`src/rtl/dmem_arb_pkg.sv`:
```
`default_nettype none
// ---- dmem_arb_pkg : shared region map, arbitration modes, region decode -- rev 1.0 ----
package dmem_arb_pkg;

  localparam logic [15:0] RAM_BASE_HI = 16'h1000;
  localparam logic [15:0] ROM_BASE_HI = 16'h0000;

  localparam int ARB_RR    = 0;
  localparam int ARB_FIXED = 1;

  typedef enum logic {
    MST_M0 = 1'b0,
    MST_M1 = 1'b1
  } master_e;

  typedef enum logic [1:0] {
    REG_RAM     = 2'd0,
    REG_ROM     = 2'd1,
    REG_ILLEGAL = 2'd2
  } region_e;

  function automatic region_e decode_region(input logic [15:0] addr_hi);
    if (addr_hi == RAM_BASE_HI) return REG_RAM;
    if (addr_hi == ROM_BASE_HI) return REG_ROM;
    return REG_ILLEGAL;
  endfunction

endpackage
`default_nettype wire

```
`src/rtl/dmem_arbiter_if.sv`:
```
`default_nettype none
// ---- dmem_arbiter_if : two request ports plus the data-memory port -- rev 1.0 ----
interface dmem_arbiter_if;

  logic        m0_req,    m1_req;
  logic        m0_we,     m1_we;
  logic [31:0] m0_addr,   m1_addr;
  logic [31:0] m0_wdata,  m1_wdata;
  logic [3:0]  m0_wmask,  m1_wmask;
  logic        m0_gnt,    m1_gnt;
  logic        m0_rvalid, m1_rvalid;
  logic [31:0] m0_rdata,  m1_rdata;
  logic        m0_err,    m1_err;

  logic        mem_write_enable;
  logic [31:0] mem_address;
  logic [31:0] mem_write_data;
  logic [3:0]  mem_write_mask;
  logic [31:0] mem_read_data;

  modport slave (
    input  m0_req, m1_req, m0_we, m1_we, m0_addr, m1_addr,
    input  m0_wdata, m1_wdata, m0_wmask, m1_wmask,
    output m0_gnt, m1_gnt, m0_rvalid, m1_rvalid, m0_rdata, m1_rdata, m0_err, m1_err,
    output mem_write_enable, mem_address, mem_write_data, mem_write_mask,
    input  mem_read_data
  );

  modport master (
    output m0_req, m1_req, m0_we, m1_we, m0_addr, m1_addr,
    output m0_wdata, m1_wdata, m0_wmask, m1_wmask,
    input  m0_gnt, m1_gnt, m0_rvalid, m1_rvalid, m0_rdata, m1_rdata, m0_err, m1_err,
    input  mem_write_enable, mem_address, mem_write_data, mem_write_mask,
    output mem_read_data
  );

endinterface
`default_nettype wire

```
`src/rtl/dmem_arb_pick.sv`:
```
`default_nettype none
// ---- dmem_arb_pick : one-hot grant decision for two masters -- rev 1.0 ----
module dmem_arb_pick
  import dmem_arb_pkg::*;
(
  input  logic       m0_req,
  input  logic       m1_req,
  input  logic       fixed_mode,
  input  master_e    last_grant,
  input  logic       starved,
  output logic [1:0] gnt
);

  logic m1_wins_tie;

  always_comb begin
    m1_wins_tie = 1'b0;
    gnt         = {m1_req, m0_req};
    if (m0_req && m1_req) begin
      // Fixed mode only yields to M1 once it has waited long enough
      m1_wins_tie = fixed_mode ? starved : (last_grant == MST_M0);
      gnt         = m1_wins_tie ? 2'b10 : 2'b01;
    end
  end

endmodule
`default_nettype wire

```
`src/rtl/dmem_arbiter.sv`:
```
`default_nettype none
// ---- dmem_arbiter : two-master data-memory arbiter, 1-cycle registered responses -- rev 1.0 ----
module dmem_arbiter
  import dmem_arb_pkg::*;
#(
  parameter int ARB_MODE = ARB_RR,
  parameter int MAX_WAIT = 4
) (
  input  logic          clk,
  input  logic          reset,
  dmem_arbiter_if.slave bus
);

  localparam logic       FIXED_MODE = (ARB_MODE == ARB_FIXED);
  localparam logic [3:0] WAIT_LIMIT = 4'(MAX_WAIT);

  logic [1:0]  gnt;
  master_e     last_grant;
  logic [3:0]  wait_cnt;
  logic        starved;
  logic        any_gnt;
  logic        sel_we;
  logic [31:0] sel_addr;
  logic [31:0] sel_wdata;
  logic [3:0]  sel_mask;
  region_e     region;
  logic        access_err;
  logic [31:0] resp_data;
  logic [1:0]  rvalid_q;
  logic [1:0]  err_q;
  logic [31:0] rdata0_q;
  logic [31:0] rdata1_q;

  assign starved = (wait_cnt >= WAIT_LIMIT);

  dmem_arb_pick u_pick (
    .m0_req     (bus.m0_req & ~reset),
    .m1_req     (bus.m1_req & ~reset),
    .fixed_mode (FIXED_MODE),
    .last_grant (last_grant),
    .starved    (starved),
    .gnt        (gnt)
  );

  always_comb begin
    sel_we    = bus.m0_we;
    sel_addr  = bus.m0_addr;
    sel_wdata = bus.m0_wdata;
    sel_mask  = bus.m0_wmask;
    if (gnt[1]) begin
      sel_we    = bus.m1_we;
      sel_addr  = bus.m1_addr;
      sel_wdata = bus.m1_wdata;
      sel_mask  = bus.m1_wmask;
    end
  end

  assign any_gnt    = |gnt;
  assign region     = decode_region(sel_addr[31:16]);
  assign access_err = (region == REG_ILLEGAL) || ((region == REG_ROM) && sel_we);
  assign resp_data  = (sel_we || access_err) ? 32'h0 : bus.mem_read_data;

  assign bus.m0_gnt           = gnt[0];
  assign bus.m1_gnt           = gnt[1];
  assign bus.mem_write_enable = any_gnt && sel_we && (region == REG_RAM);
  assign bus.mem_address      = any_gnt ? sel_addr  : 32'h0;
  assign bus.mem_write_data   = any_gnt ? sel_wdata : 32'h0;
  assign bus.mem_write_mask   = any_gnt ? sel_mask  : 4'h0;

  always_ff @(posedge clk) begin
    if (reset) begin
      rvalid_q   <= 2'b00;
      err_q      <= 2'b00;
      rdata0_q   <= 32'h0;
      rdata1_q   <= 32'h0;
      last_grant <= MST_M1;
      wait_cnt   <= 4'h0;
    end else begin
      rvalid_q <= gnt;
      err_q    <= gnt & {2{access_err}};
      if (gnt[0]) rdata0_q <= resp_data;
      if (gnt[1]) rdata1_q <= resp_data;
      if (gnt[0])      last_grant <= MST_M0;
      else if (gnt[1]) last_grant <= MST_M1;
      if (!bus.m1_req || gnt[1])  wait_cnt <= 4'h0;
      else if (wait_cnt != 4'hF)  wait_cnt <= wait_cnt + 4'h1;
    end
  end

  // Masking with reset drops a response that was registered just before reset rose
  assign bus.m0_rvalid = rvalid_q[0] & ~reset;
  assign bus.m1_rvalid = rvalid_q[1] & ~reset;
  assign bus.m0_err    = err_q[0] & ~reset;
  assign bus.m1_err    = err_q[1] & ~reset;
  assign bus.m0_rdata  = reset ? 32'h0 : rdata0_q;
  assign bus.m1_rdata  = reset ? 32'h0 : rdata1_q;

endmodule
`default_nettype wire

```
`src/flat_wrapper.sv`:
```
// flat-port wrapper written by rule: the top's interface ports become plain ports
module dmem_arbiter_flat import dmem_arb_pkg::*;
#(
  parameter int ARB_MODE = ARB_RR,
  parameter int MAX_WAIT = 4
)
  (clk, reset, bus_m0_req, bus_m1_req, bus_m0_we, bus_m1_we, bus_m0_addr, bus_m1_addr, bus_m0_wdata, bus_m1_wdata, bus_m0_wmask, bus_m1_wmask, bus_m0_gnt, bus_m1_gnt, bus_m0_rvalid, bus_m1_rvalid, bus_m0_rdata, bus_m1_rdata, bus_m0_err, bus_m1_err, bus_mem_write_enable, bus_mem_address, bus_mem_write_data, bus_mem_write_mask, bus_mem_read_data);
  dmem_arbiter_if bus_i ();
  input  logic clk;
  input  logic reset;
  input wire logic [$bits(bus_i.m0_req)-1:0] bus_m0_req;
  input wire logic [$bits(bus_i.m1_req)-1:0] bus_m1_req;
  input wire logic [$bits(bus_i.m0_we)-1:0] bus_m0_we;
  input wire logic [$bits(bus_i.m1_we)-1:0] bus_m1_we;
  input wire logic [$bits(bus_i.m0_addr)-1:0] bus_m0_addr;
  input wire logic [$bits(bus_i.m1_addr)-1:0] bus_m1_addr;
  input wire logic [$bits(bus_i.m0_wdata)-1:0] bus_m0_wdata;
  input wire logic [$bits(bus_i.m1_wdata)-1:0] bus_m1_wdata;
  input wire logic [$bits(bus_i.m0_wmask)-1:0] bus_m0_wmask;
  input wire logic [$bits(bus_i.m1_wmask)-1:0] bus_m1_wmask;
  output wire logic [$bits(bus_i.m0_gnt)-1:0] bus_m0_gnt;
  output wire logic [$bits(bus_i.m1_gnt)-1:0] bus_m1_gnt;
  output wire logic [$bits(bus_i.m0_rvalid)-1:0] bus_m0_rvalid;
  output wire logic [$bits(bus_i.m1_rvalid)-1:0] bus_m1_rvalid;
  output wire logic [$bits(bus_i.m0_rdata)-1:0] bus_m0_rdata;
  output wire logic [$bits(bus_i.m1_rdata)-1:0] bus_m1_rdata;
  output wire logic [$bits(bus_i.m0_err)-1:0] bus_m0_err;
  output wire logic [$bits(bus_i.m1_err)-1:0] bus_m1_err;
  output wire logic [$bits(bus_i.mem_write_enable)-1:0] bus_mem_write_enable;
  output wire logic [$bits(bus_i.mem_address)-1:0] bus_mem_address;
  output wire logic [$bits(bus_i.mem_write_data)-1:0] bus_mem_write_data;
  output wire logic [$bits(bus_i.mem_write_mask)-1:0] bus_mem_write_mask;
  input wire logic [$bits(bus_i.mem_read_data)-1:0] bus_mem_read_data;
  assign bus_i.m0_req = bus_m0_req;
  assign bus_i.m1_req = bus_m1_req;
  assign bus_i.m0_we = bus_m0_we;
  assign bus_i.m1_we = bus_m1_we;
  assign bus_i.m0_addr = bus_m0_addr;
  assign bus_i.m1_addr = bus_m1_addr;
  assign bus_i.m0_wdata = bus_m0_wdata;
  assign bus_i.m1_wdata = bus_m1_wdata;
  assign bus_i.m0_wmask = bus_m0_wmask;
  assign bus_i.m1_wmask = bus_m1_wmask;
  assign bus_m0_gnt = bus_i.m0_gnt;
  assign bus_m1_gnt = bus_i.m1_gnt;
  assign bus_m0_rvalid = bus_i.m0_rvalid;
  assign bus_m1_rvalid = bus_i.m1_rvalid;
  assign bus_m0_rdata = bus_i.m0_rdata;
  assign bus_m1_rdata = bus_i.m1_rdata;
  assign bus_m0_err = bus_i.m0_err;
  assign bus_m1_err = bus_i.m1_err;
  assign bus_mem_write_enable = bus_i.mem_write_enable;
  assign bus_mem_address = bus_i.mem_address;
  assign bus_mem_write_data = bus_i.mem_write_data;
  assign bus_mem_write_mask = bus_i.mem_write_mask;
  assign bus_i.mem_read_data = bus_mem_read_data;
  dmem_arbiter #(.ARB_MODE(ARB_MODE), .MAX_WAIT(MAX_WAIT)) u_core (.clk(clk), .reset(reset), .bus(bus_i));
endmodule
```
`config.mk`:
```
export PLATFORM = sky130hd
export DESIGN_NAME = dmem_arbiter_flat
export DESIGN_NICKNAME = d
export VERILOG_FILES = /design/src/rtl/dmem_arb_pkg.sv /design/src/rtl/dmem_arbiter_if.sv /design/src/rtl/dmem_arb_pick.sv /design/src/rtl/dmem_arbiter.sv /design/src/flat_wrapper.sv
export SDC_FILE = /design/constraint.sdc
export NUM_CORES = 1
export LEC_CHECK = 0
export CELL_PAD_IN_SITES_DETAIL_PLACEMENT = 2
export CELL_PAD_IN_SITES_GLOBAL_PLACEMENT = 2
export CORE_MARGIN = 2
export CORE_UTILIZATION = 15
export DETAILED_ROUTE_END_ITERATION = 8
export PLACE_DENSITY_LB_ADDON = 0.15
export REMOVE_ABC_BUFFERS = 1
export SETUP_SLACK_MARGIN = 0.3
export SYNTH_ARGS = -nofsm -noshare
export SYNTH_HDL_FRONTEND = slang
export SYNTH_SLANG_ARGS = --single-unit
```
`constraint.sdc`:
```
create_clock -name clk -period 3.8 [get_ports clk]
set_clock_uncertainty 0.15 [all_clocks]
set_input_delay 1.14 -clock clk [delete_from_list [all_inputs] [get_ports clk]]
set_output_delay 1.14 -clock clk [all_outputs]
set_load 0.005 [all_outputs]
```
== Word level (Yosys, flattened, before mapping) ==
Index checks and enable logic that the tools add are counted.

* Output and inout port bits: 139
* Word-level logic and storage cells: 47
* Register bits after elaboration: 69
* Input port bits: 174

* Muxes and demuxes: 21
* Eq/ne operators: 3
* Reduce and logical (&&, ||, !) cells: 10
* Bitwise operators: 8

{| class="wikitable"
|+ Operator list
! operator !! count
|-
| $mux 32 || 7
|-
| $eq 16x13->1 const B || 1
|-
| $logic_not 16->1 || 1
|-
| $mux 2 || 6
|-
| $mux 4 || 2
|-
| $and 1x1->1 || 6
|-
| $mux 1 || 6
|-
| $logic_and 1x1->1 || 4
|-
| $and 2x2->2 || 1
|-
| $eq 2x1->1 const B || 1
|-
| $eq 2x2->1 const B || 1
|-
| $logic_not 2->1 || 1
|-
| $logic_or 1x1->1 || 2
|-
| $reduce_bool 2->1 || 1
|-
| $reduce_or 2->1 || 1
|-
| $not 1->1 || 1
|}

== Logic depth before layout (Yosys ltp) ==
Gate-level depths: netlist (run 1).

* Depth in word-level cells: 15
* Depth in mapped cells: 6

== By module ==
Synthesis (run 1) repeated with hierarchy kept, for this count alone.

* Cell total of the unflattened synthesis: 372
* Area total of the unflattened synthesis: 3668.5 µm²

{| class="wikitable"
|+ Modules (own cells, without submodules)
! module !! times used !! sequential area each (µm²) !! cells each !! area an instance (µm²)
|-
| dmem_arbiter || 1 || 1461.4 || 367 || 3638.5
|-
| dmem_arb_pick || 1 || 0.0 || 5 || 30.0
|}

== Least setup slack after synthesis (run 1) ==
Ideal clock, no wire load.

* Path type: input -> output
* From: in bus_m0_addr[16]
* To: out bus_mem_write_enable
* Slack: 0.249 ns
* Data required time: 2.510 ns
* Arrival time: 2.261 ns
* Cell stages on the path: 4
* Cells stage by stage: nor4_1 > nand3_1 > or4_1 > a211oi_2

* Cells in the longest elaborated chain, start to end: 8
* Elaborated cells on any way between the ends: 11

{| class="wikitable"
|+ RTL lines
! what !! line !! source
|-
| start, declared || flat_wrapper.sv:15 || <nowiki>input wire logic [$bits(bus_i.m0_addr)-1:0] bus_m0_addr;</nowiki>
|-
| $mux 32 * || dmem_arbiter.sv:50 || <nowiki>if (gnt[1]) begin</nowiki>
|-
| $logic_not 16->1 || dmem_arb_pkg.sv:24 || <nowiki>if (addr_hi == ROM_BASE_HI) return REG_ROM;</nowiki>
|-
| $mux 1 (2 in series) || dmem_arb_pkg.sv:24 ||
|-
| $mux 2 || dmem_arb_pkg.sv:25 || <nowiki>return REG_ILLEGAL;</nowiki>
|-
| $mux 2 * || dmem_arb_pkg.sv:24 ||
|-
| $logic_not 2->1 * || dmem_arbiter.sv:65 || <nowiki>assign bus.mem_write_enable = any_gnt && sel_we && (region == REG_RAM);</nowiki>
|-
| $logic_and 1x1->1 * || dmem_arbiter.sv:65 ||
|-
| end, declared || flat_wrapper.sv:29 || <nowiki>output wire logic [$bits(bus_i.mem_write_enable)-1:0] bus_mem_write_enable;</nowiki>
|}

Every way passes the cells marked *; elsewhere a longest branch is shown, timed or not. The select of a mux whose other input is x is not followed.

== Worst setup path in the final report (run 1) ==
* From: in bus_m0_addr[27]
* To: out bus_mem_write_enable

Same word-level chain as after synthesis.

==> summary.md, run 1 <==
| Metric | Value |
|---|---|
| Post-synthesis compound-gate area fraction | `between 20% and 30%` |
| Met3 wire len | `about 1900 um` |
| Number of flops mapped to enable cells by yosys | `0` |
| Syn Area/Cell | `~7.6 um2` |
| Hpwl dp | `approximately 17000 um` |
| Reg2reg setup slack | `between 1500 and 2000 ps` |
| I/O Buffers | `between 300 and 400` |
| Hold Vio Cnt, Final | `0` |
| DR pass1 iterations | `4` |
| TritonCTS clock tree | `built` |
| Synth Register Bits | `69` |
| Tmin final | `around 4000 ps` |
| Vias in the first global route | `around 6k` |
| Synth Cell Area | `between 3000 and 4000 um2` |
| Relative max-transition margin | `between 60% and 70%` |
| CP required | `between 2000 and 3000 ps` |
| WHS Path Cells | `2` |
| Clk root buf | `clkbuf_16` |
| Synth Flop Type | `dfxtp_1` |
| Gate power share | `between 30% and 40%` |
| Clk sinks | `a little under 70` |
| Sequential area share after synthesis | `between 30 and 40%` |
| Filler instances | `~2.5k` |
| Tot GR Track Use | `between 10% and 20%` |
| Adder-Cell Fraction of Synth Area | `0%` |
| Clock Tree Buf Depth | `2` |
| Net Sw Frac | `27.9%` |
| Via count | `around 5.3k` |
| Reg-to-reg critical path startpoint | `u_core.last_grant$_SDFFE_PP1N_` |
| Simple-Gate Fraction of Synth Area | `around 30%` |
| Antenna violations before repair | `3` |
| Max VDD drop | `roughly 150 uV` |
| Largest family of logic cells by synthesized area | `simple AND/OR/NAND/NOR gates` |
| Finished Core Util | `between 40% and 50%` |
| CTS Buf Count | `9` |
| FF-to-FF End | `u_core.rdata1_q[0]$_SDFFE_PP0N_` |
| Crit start category | `input port` |
| Routed WL | `26700 um` |
| Top cells by count, synth | `nand2_1, a21oi_1, dfxtp_1, a22o_1, nor2b_1` |
| Critical Path Sink Type | `output port` |
| R2R cell count | `10` |
| Post-synthesis mux area share | `0.274%` |
| Die Area | `between 20000 and 30000 um2` |
| Vias per cell | `approximately 4.4` |
| Storage element area | `about 1400 um2` |
| RD Place Congestion | `0.777` |
| Setup TNS | `-92.6 ps` |
| Non-Filler Instances | `~1.2k` |
| Pwr Density | `approximately 230 nW/um2` |
| Met2 WL | `14300 um` |
| Sequential Power Share | `between 30% and 40%` |
| Min-Delay Endpoint | `u_core.rdata1_q[2]$_SDFFE_PP0N_` |
| Xor/xnor share of the synthesized area | `0%` |
| Max-slew violations | `0` |
| Top Metal Used | `met5` |
| Cells after DPL | `1115` |
| Share of layout cells above drive strength 1 | `between 40% and 50%` |
| Leak | `approximately 5.3 nW` |
| Max Fclk | `~260 MHz` |
| Clk pwr share | `a little over a third` |
| DR WL/cell | `22.1 um` |
| Clk Latency, worst-skew pair | `~320 ps` |
| Cts-stage hold buffer count | `0` |
| Core ar. | `~24000 um2` |
| Starting density of the core | `approximately 15%` |
| Design area | `around 10000 um2` |
| RSZ-0062 raised after global routing | `yes` |
| Leading area contributor after synthesis | `dfxtp_1` |
| Worst-path clk slew | `roughly 60 ps` |
| Post-DRT Antenna Nets | `0` |
| Synth warn | `0` |
| Netlist cell types | `29` |
| Async set-reset flop share out of synthesis | `0%` |
| Aggregate global routing overflow | `0` |
| Top-area cell type share of the netlist area | `between 30 and 40%` |
| Top cells by area, synth | `dfxtp_1, a22o_1, nand2_1` |
| DRT met1 WL | `approximately 10000 um` |
| Die W | `160 um` |
| First-pass GRT wire length | `around 38000 um` |
| Slew @ Worst Pin | `457 ps` |
| Multi-input logic area | `about 3200 um2` |
| Top-Level Pins | `roughly 310` |
| Largest net degree at the start of global routing | `35` |
| Row count | `57` |
| Worst path arrival time | `between 2000 and 3000 ps` |
| H-tree depth | `3` |
| Worst Hold Launch | `u_core.rdata1_q[2]$_SDFFE_PP0N_` |
| Placed cell area | `roughly 7400 um2` |
| Outcome | `finished, violations left` |
| Area Growth Syn to Fin | `176%` |
| Fin crit share | `102%` |
| Iter 0 DRT Violations | `around 160` |
| Crit Path Class | `in -> out` |
| NetSw | `about 0.00065 W` |
| Hold Path Class | `reg -> reg` |
| Final WS setup | `-92.6 ps` |
| Pre-CTS setup slack | `-960 ps` |
| # diodes | `0` |
| Failing checks | `setup timing` |
| Cell with the most instances after synthesis | `nand2_1` |
| DRC Markers | `0` |
| Die H | `~160 um` |
| Final nets | `approximately 1.1k` |
| Final setup fails | `1` |
| Cell-internal power | `approximately 0.0017 W` |
| Cells after Synth | `480` |
| Max cap viols | `0` |
| Crit-path max FO | `2` |
## worst max-delay path, cell delays in order
cell and delay [ps]:
buf_2 130, nor4_4 350, nand3_4 120, or4_4 530
a211oi_2 190, buf_2 150
## registers in the layout (all words and copies together) (netlist names)
register and flops:
u_core.rvalid_q 2, u_core.err_q 2, u_core.last_grant 1, u_core.rdata1_q 32
u_core.rdata0_q 32
## power by group through the flow
stage | Sequential [W] | Combinational, W | Clock (W)
after detailed placement | 0.000744 | 0.000501 | 0
final | 0.000728 | 0.000787 | 0.000830
after floorplan | 0.000743 | 0.000109 | 0
after CTS | 0.000728 | 0.000681 | 0.000856
after global routing | 0.000728 | 0.000831 | 0.000903
after global placement | 0.000744 | 0.000492 | 0
## final cells by class
type | instances | area share (%)
clock buffer | 11 | 2.40
clock inverter | 4 | 0.483
inverter | 8 | 0.446
multi-input combinational | 362 | 32.2
sequential | 69 | 13.7
tap | 324 | 4.02
timing repair buffer | 430 | 46.8
## placed cells by master (no fill, tap or decap), types with 2 or more instances in the layout
| cell type | count |
|---|---|
| nand3_4 | 2 |
| buf_12 | 30 |
| a21oi_2 | 54 |
| nor2b_2 | 30 |
| clkbuf_16 | 15 |
| buf_6 | 28 |
| buf_2 | 68 |
| clkbuf_2 | 4 |
| nor4_4 | 4 |
| nor3_1 | 2 |
| nor2b_1 | 18 |
| buf_4 | 40 |
| a21oi_4 | 13 |
| nand2b_1 | 2 |
| clkinv_2 | 2 |
| buf_8 | 13 |
| inv_1 | 6 |
| dlymetal6s2s_1 | 61 |
| nand2_4 | 70 |
| nand2_1 | 54 |
| dfxtp_1 | 69 |
| dlygate4sd2_1 | 19 |
| nor2b_4 | 14 |
| buf_16 | 15 |
| and2b_1 | 6 |
| a22o_1 | 64 |
| clkdlybuf4s50_1 | 145 |
| a21oi_1 | 3 |
| nor4_2 | 3 |
| nand2_2 | 12 |
## how the worst max path moves through the flow
stage / from / end / slack, ps / cells past startpoint
after floorplan: bus_m0_req / bus_mem_write_enable / -1320 / 5
after global placement: bus_m0_addr[16] / bus_mem_write_enable / -990 / 7
after detailed placement: bus_m0_addr[17] / bus_mem_write_enable / -960 / 7
after CTS: bus_m0_addr[21] / bus_mem_write_enable / -150 / 7
after global routing: bus_m0_addr[16] / bus_mem_write_enable / -150 / 7
final: bus_m0_addr[27] / bus_mem_write_enable / -90 / 6
## per-stage QoR
| stage | total power, W | hold WS [ps] |
|---|---|---|
| CTS | 0.00226 | 453 |
| global route | 0.00246 | 478 |
| floorplan | 0.000853 | 324 |
| detailed placement | 0.00124 | 415 |
| global placement | 0.00124 | 347 |
| finish | 0.00235 | 449 |
## kinds of logic after synthesis
group                  after synthesis
AO/OA/AOI/OAI                      138
buffers and inverters               49
flip-flops                          69
multiplexers                         1
AND/OR/NAND/NOR                    223
## routing by layer
metal | global-route usage, % | vias to the layer above
li1 | - | 2453
met1 | 20.9 | 2581
met2 | 35.7 | 210
met3 | 6.18 | 30
met4 | 3.93 | 6
met5 | 0 | -
## timing repair
item / 4_1_cts / 5_1_grt
endpoints found under the setup margin: 139 / 103
resized for setup: 608 / 223
pin swaps: 67 / 83
setup buffers: 41 / 16
cloned: 14 / 7
Power figures use the tool's default switching activity.
==> run 2, diff against run 1 <==
--- a/config.mk
+++ b/config.mk
@@ -8,7 +8,8 @@
 export CELL_PAD_IN_SITES_DETAIL_PLACEMENT = 2
 export CELL_PAD_IN_SITES_GLOBAL_PLACEMENT = 2
 export CORE_MARGIN = 2
-export CORE_UTILIZATION = 15
+export CORE_UTILIZATION = 16
+export CTS_BUF_LIST = sky130_fd_sc_hd__clkbuf_8
 export DETAILED_ROUTE_END_ITERATION = 8
 export PLACE_DENSITY_LB_ADDON = 0.15
 export REMOVE_ABC_BUFFERS = 1
==> run 2 against run 1 <==
Sequential power about the same; critical endpoint is now u_core.rdata0_q[30]$_SDFFE_PP0N_; total power decreased by 12%; final cell count fell by 1.2%; largest power group is now combinational cells; maximum frequency hardly changed; core utilization up 3.6 points; sequential share of layout area decreased by 0.19 points; the flow still finishes with violations (setup timing); critical path depth grew 16; clock power decreased by 36%; combinational power grew 3.2%; first-iteration DRC count rose by 2.5%; non-clock buffer count grew 24; largest cell class unchanged; via count up 3.0%.
==> summary.md, run 2 (synthesis gave the netlist of run 1 again) <==
| Metric | Value |
|---|---|
| Outcome | `finished, violations left` |
| Failing checks | `setup timing` |
| Max VDD drop | `around 110 uV` |
| Clock Tree Buf Depth | `2` |
| I/O Buffers | `~310` |
| Worst path arrival time | `4040 ps` |
| Relative max-transition margin | `roughly 69%` |
| Crit start category | `input port` |
| Critical Path Sink Type | `register` |
| Finished Core Util | `45.5%` |
| Most frequent cells in the layout | `clkdlybuf4s50_1, nand2_4, buf_2, dfxtp_1, a21oi_2` |
| Cells after DPL | `approximately 1.1k` |
| Crit-path leading delay family | `buffers and inverters` |
| Clk root buf | `clkbuf_8` |
| Die H | `~160 um` |
| H-tree depth | `3` |
| Post-DRT Antenna Nets | `0` |
| Worst-path cell chain | `buf_8 > nor4_4 > nand3_2 > buf_6 > buf_6 > buf_6 > buf_6 > buf_6 > buf_6 > buf_6 > buf_6 > buf_6 > buf_6 > buf_6 > buf_6 > buf_6 > nor4_4 > buf_6 > buf_6 > buf_12 > buf_16 > a22o_1` |
| TritonCTS clock tree | `built` |
| Final setup fails | `17` |
| Tmin final | `slightly below 4000 ps` |
| Met2 WL | `about 16000 um` |
| Slowest library cell on the worst path | `nor4_4` |
| Via count | `about 5.4k` |
| Vias per cell | `4.55` |
| CP peak stage delay | `roughly 340 ps` |
| FF-to-FF End | `u_core.rdata1_q[18]$_SDFFE_PP0N_` |
| Placed cell area | `around 7300 um2` |
| Antenna violations before repair | `4` |
| WP buf/inv | `18` |
| Top Metal Used | `met5` |
| Hold Path Class | `reg -> reg` |
| Starting density of the core | `between 15 and 20%` |
| Min-Delay Endpoint | `u_core.rdata0_q[21]$_SDFFE_PP0N_` |
| Share of layout cells above drive strength 1 | `52.2%` |
| DRT met1 WL | `about 10000 um` |
| Worst-path clk slew | `80 ps` |
| Leak | `approximately 5.1 nW` |
| CP required | `around 3900 ps` |
| Top flop regs | `u_core.rdata0_q: 32 flops, u_core.rdata1_q: 32 flops` |
| Pwr Density | `slightly above 200 nW/um2` |
| Tot GR Track Use | `a little over a fifth` |
| Vias in the first global route | `~6k` |
| Slew @ Worst Pin | `about 460 ps` |
| DR WL/cell | `24.6 um` |
| R2R cell count | `11` |
| Non-Filler Instances | `1194` |
| Reg2reg setup slack | `~1400 ps` |
| RSZ-0062 raised after global routing | `yes` |
| Hpwl dp | `16700 um` |
| Largest net degree at the start of global routing | `35` |
| Clk Latency, worst-skew pair | `about 350 ps` |
| Most Frequent Cell on Critical Path | `buf_6` |
| Routed WL | `29400 um` |
| Final WS setup | `-95.6 ps` |
| Die Area | `24000 um2` |
| Iter 0 DRT Violations | `about 170` |
| Die W | `roughly 160 um` |
| Crit Path Class | `in -> reg` |
| Reg-to-reg critical path startpoint | `u_core.last_grant$_SDFFE_PP1N_` |
| Worst Hold Launch | `u_core.rdata0_q[21]$_SDFFE_PP0N_` |
| Hold Vio Cnt, Final | `0` |
| Core ar. | `about 23000 um2` |
| Tot Pwr | `0.00207 W` |
| Clk sinks | `about 70` |
| Cts-stage hold buffer count | `0` |
| Area Growth Syn to Fin | `180%` |
| Most common cell after layout, fill and taps aside | `clkdlybuf4s50_1` |
| Crit-path max FO | `8` |
| Max cap viols | `0` |
| WHS Path Cells | `2` |
| Row count | `55` |
| RD Place Congestion | `0.828` |
| DR pass1 iterations | `4` |
| First-pass GRT wire length | `between 30000 and 40000 um` |
| Max Fclk | `around 260 MHz` |
| Max-slew violations | `0` |
| Design area | `10200 um2` |
| Fin crit share | `103%` |
| Aggregate global routing overflow | `0` |
| CTS Buf Count | `9` |
| Met3 wire len | `roughly 2100 um` |
| Top-Level Pins | `313` |
| Final nets | `between 1k and 1.5k` |
| DRC Markers | `0` |
## run 2: power by group
part           total [W]  leakage (nW)  switching, W  internal (W)
sequential      0.000728         0.557    0.00000203      0.000726
combinational   0.000812          4.43      0.000360      0.000453
clock           0.000532        0.0877      0.000286      0.000246
total            0.00207          5.07      0.000648       0.00142
## run 2: routing by layer
layer | vias up | track usage, %
li1 | 2504 | -
met1 | 2667 | 22.5
met2 | 224 | 41.8
met3 | 39 | 6.85
met4 | 4 | 4.45
met5 | - | 0
## run 2: worst max path at each step
| stage | end | cells after the start | startpoint | slack [ps] |
|---|---|---|---|---|
| final | u_core.rdata0_q[30]$_SDFFE_PP0N_ | 22 | bus_m0_addr[27] | -100 |
| after detailed placement | bus_mem_write_enable | 6 | bus_m0_addr[16] | -880 |
| after floorplan | bus_mem_write_enable | 5 | bus_m0_req | -1320 |
| after global routing | u_core.rdata0_q[30]$_SDFFE_PP0N_ | 22 | bus_m0_addr[27] | -140 |
| after global placement | bus_mem_write_enable | 6 | bus_m0_addr[23] | -840 |
| after CTS | bus_mem_write_enable | 6 | bus_m0_addr[30] | 30 |
## run 2: what timing repair did
item                                    CTS  global route
pin swaps                                32           138
gates cloned                             24             3
endpoints found under the setup margin  139           142
buffers inserted                         52            26
hold endpoints to repair                  0             0
gates resized for setup                 494           365
## run 2: final cells by class
cell class	instances	area, um2
Clock buffer	10	138
Clock inverter	5	27.5
Antenna cell	1	2.50
Sequential cell	69	1380
Timing Repair Buffer	454	5010
Fill cell	2324	12300
Inverter	8	42.5
Tap cell	285	357
Multi-Input combinational cell	362	3280
## run 2: metrics by stage
stage / setup TNS (ps) / setup WS (ps) / hold slack (ps)
after floorplan: -107780 / -1320 / 324
after global placement: -37280 / -844 / 342
after detailed placement: -40440 / -879 / 378
after CTS: 0 / 31.8 / 436
after global routing: -2080 / -141 / 473
final: -881 / -95.6 / 448
## run 2: worst reg2reg max path, cell delays in order, from the launching register on
cell and delay [ps]:
dfxtp_1 360, nand2_4 100, nand3_4 120, buf_6 150, buf_8 130, buf_6 110
buf_12 120, buf_16 140, buf_4 240, nor3b_4 260, buf_12 240, a22o_1 190
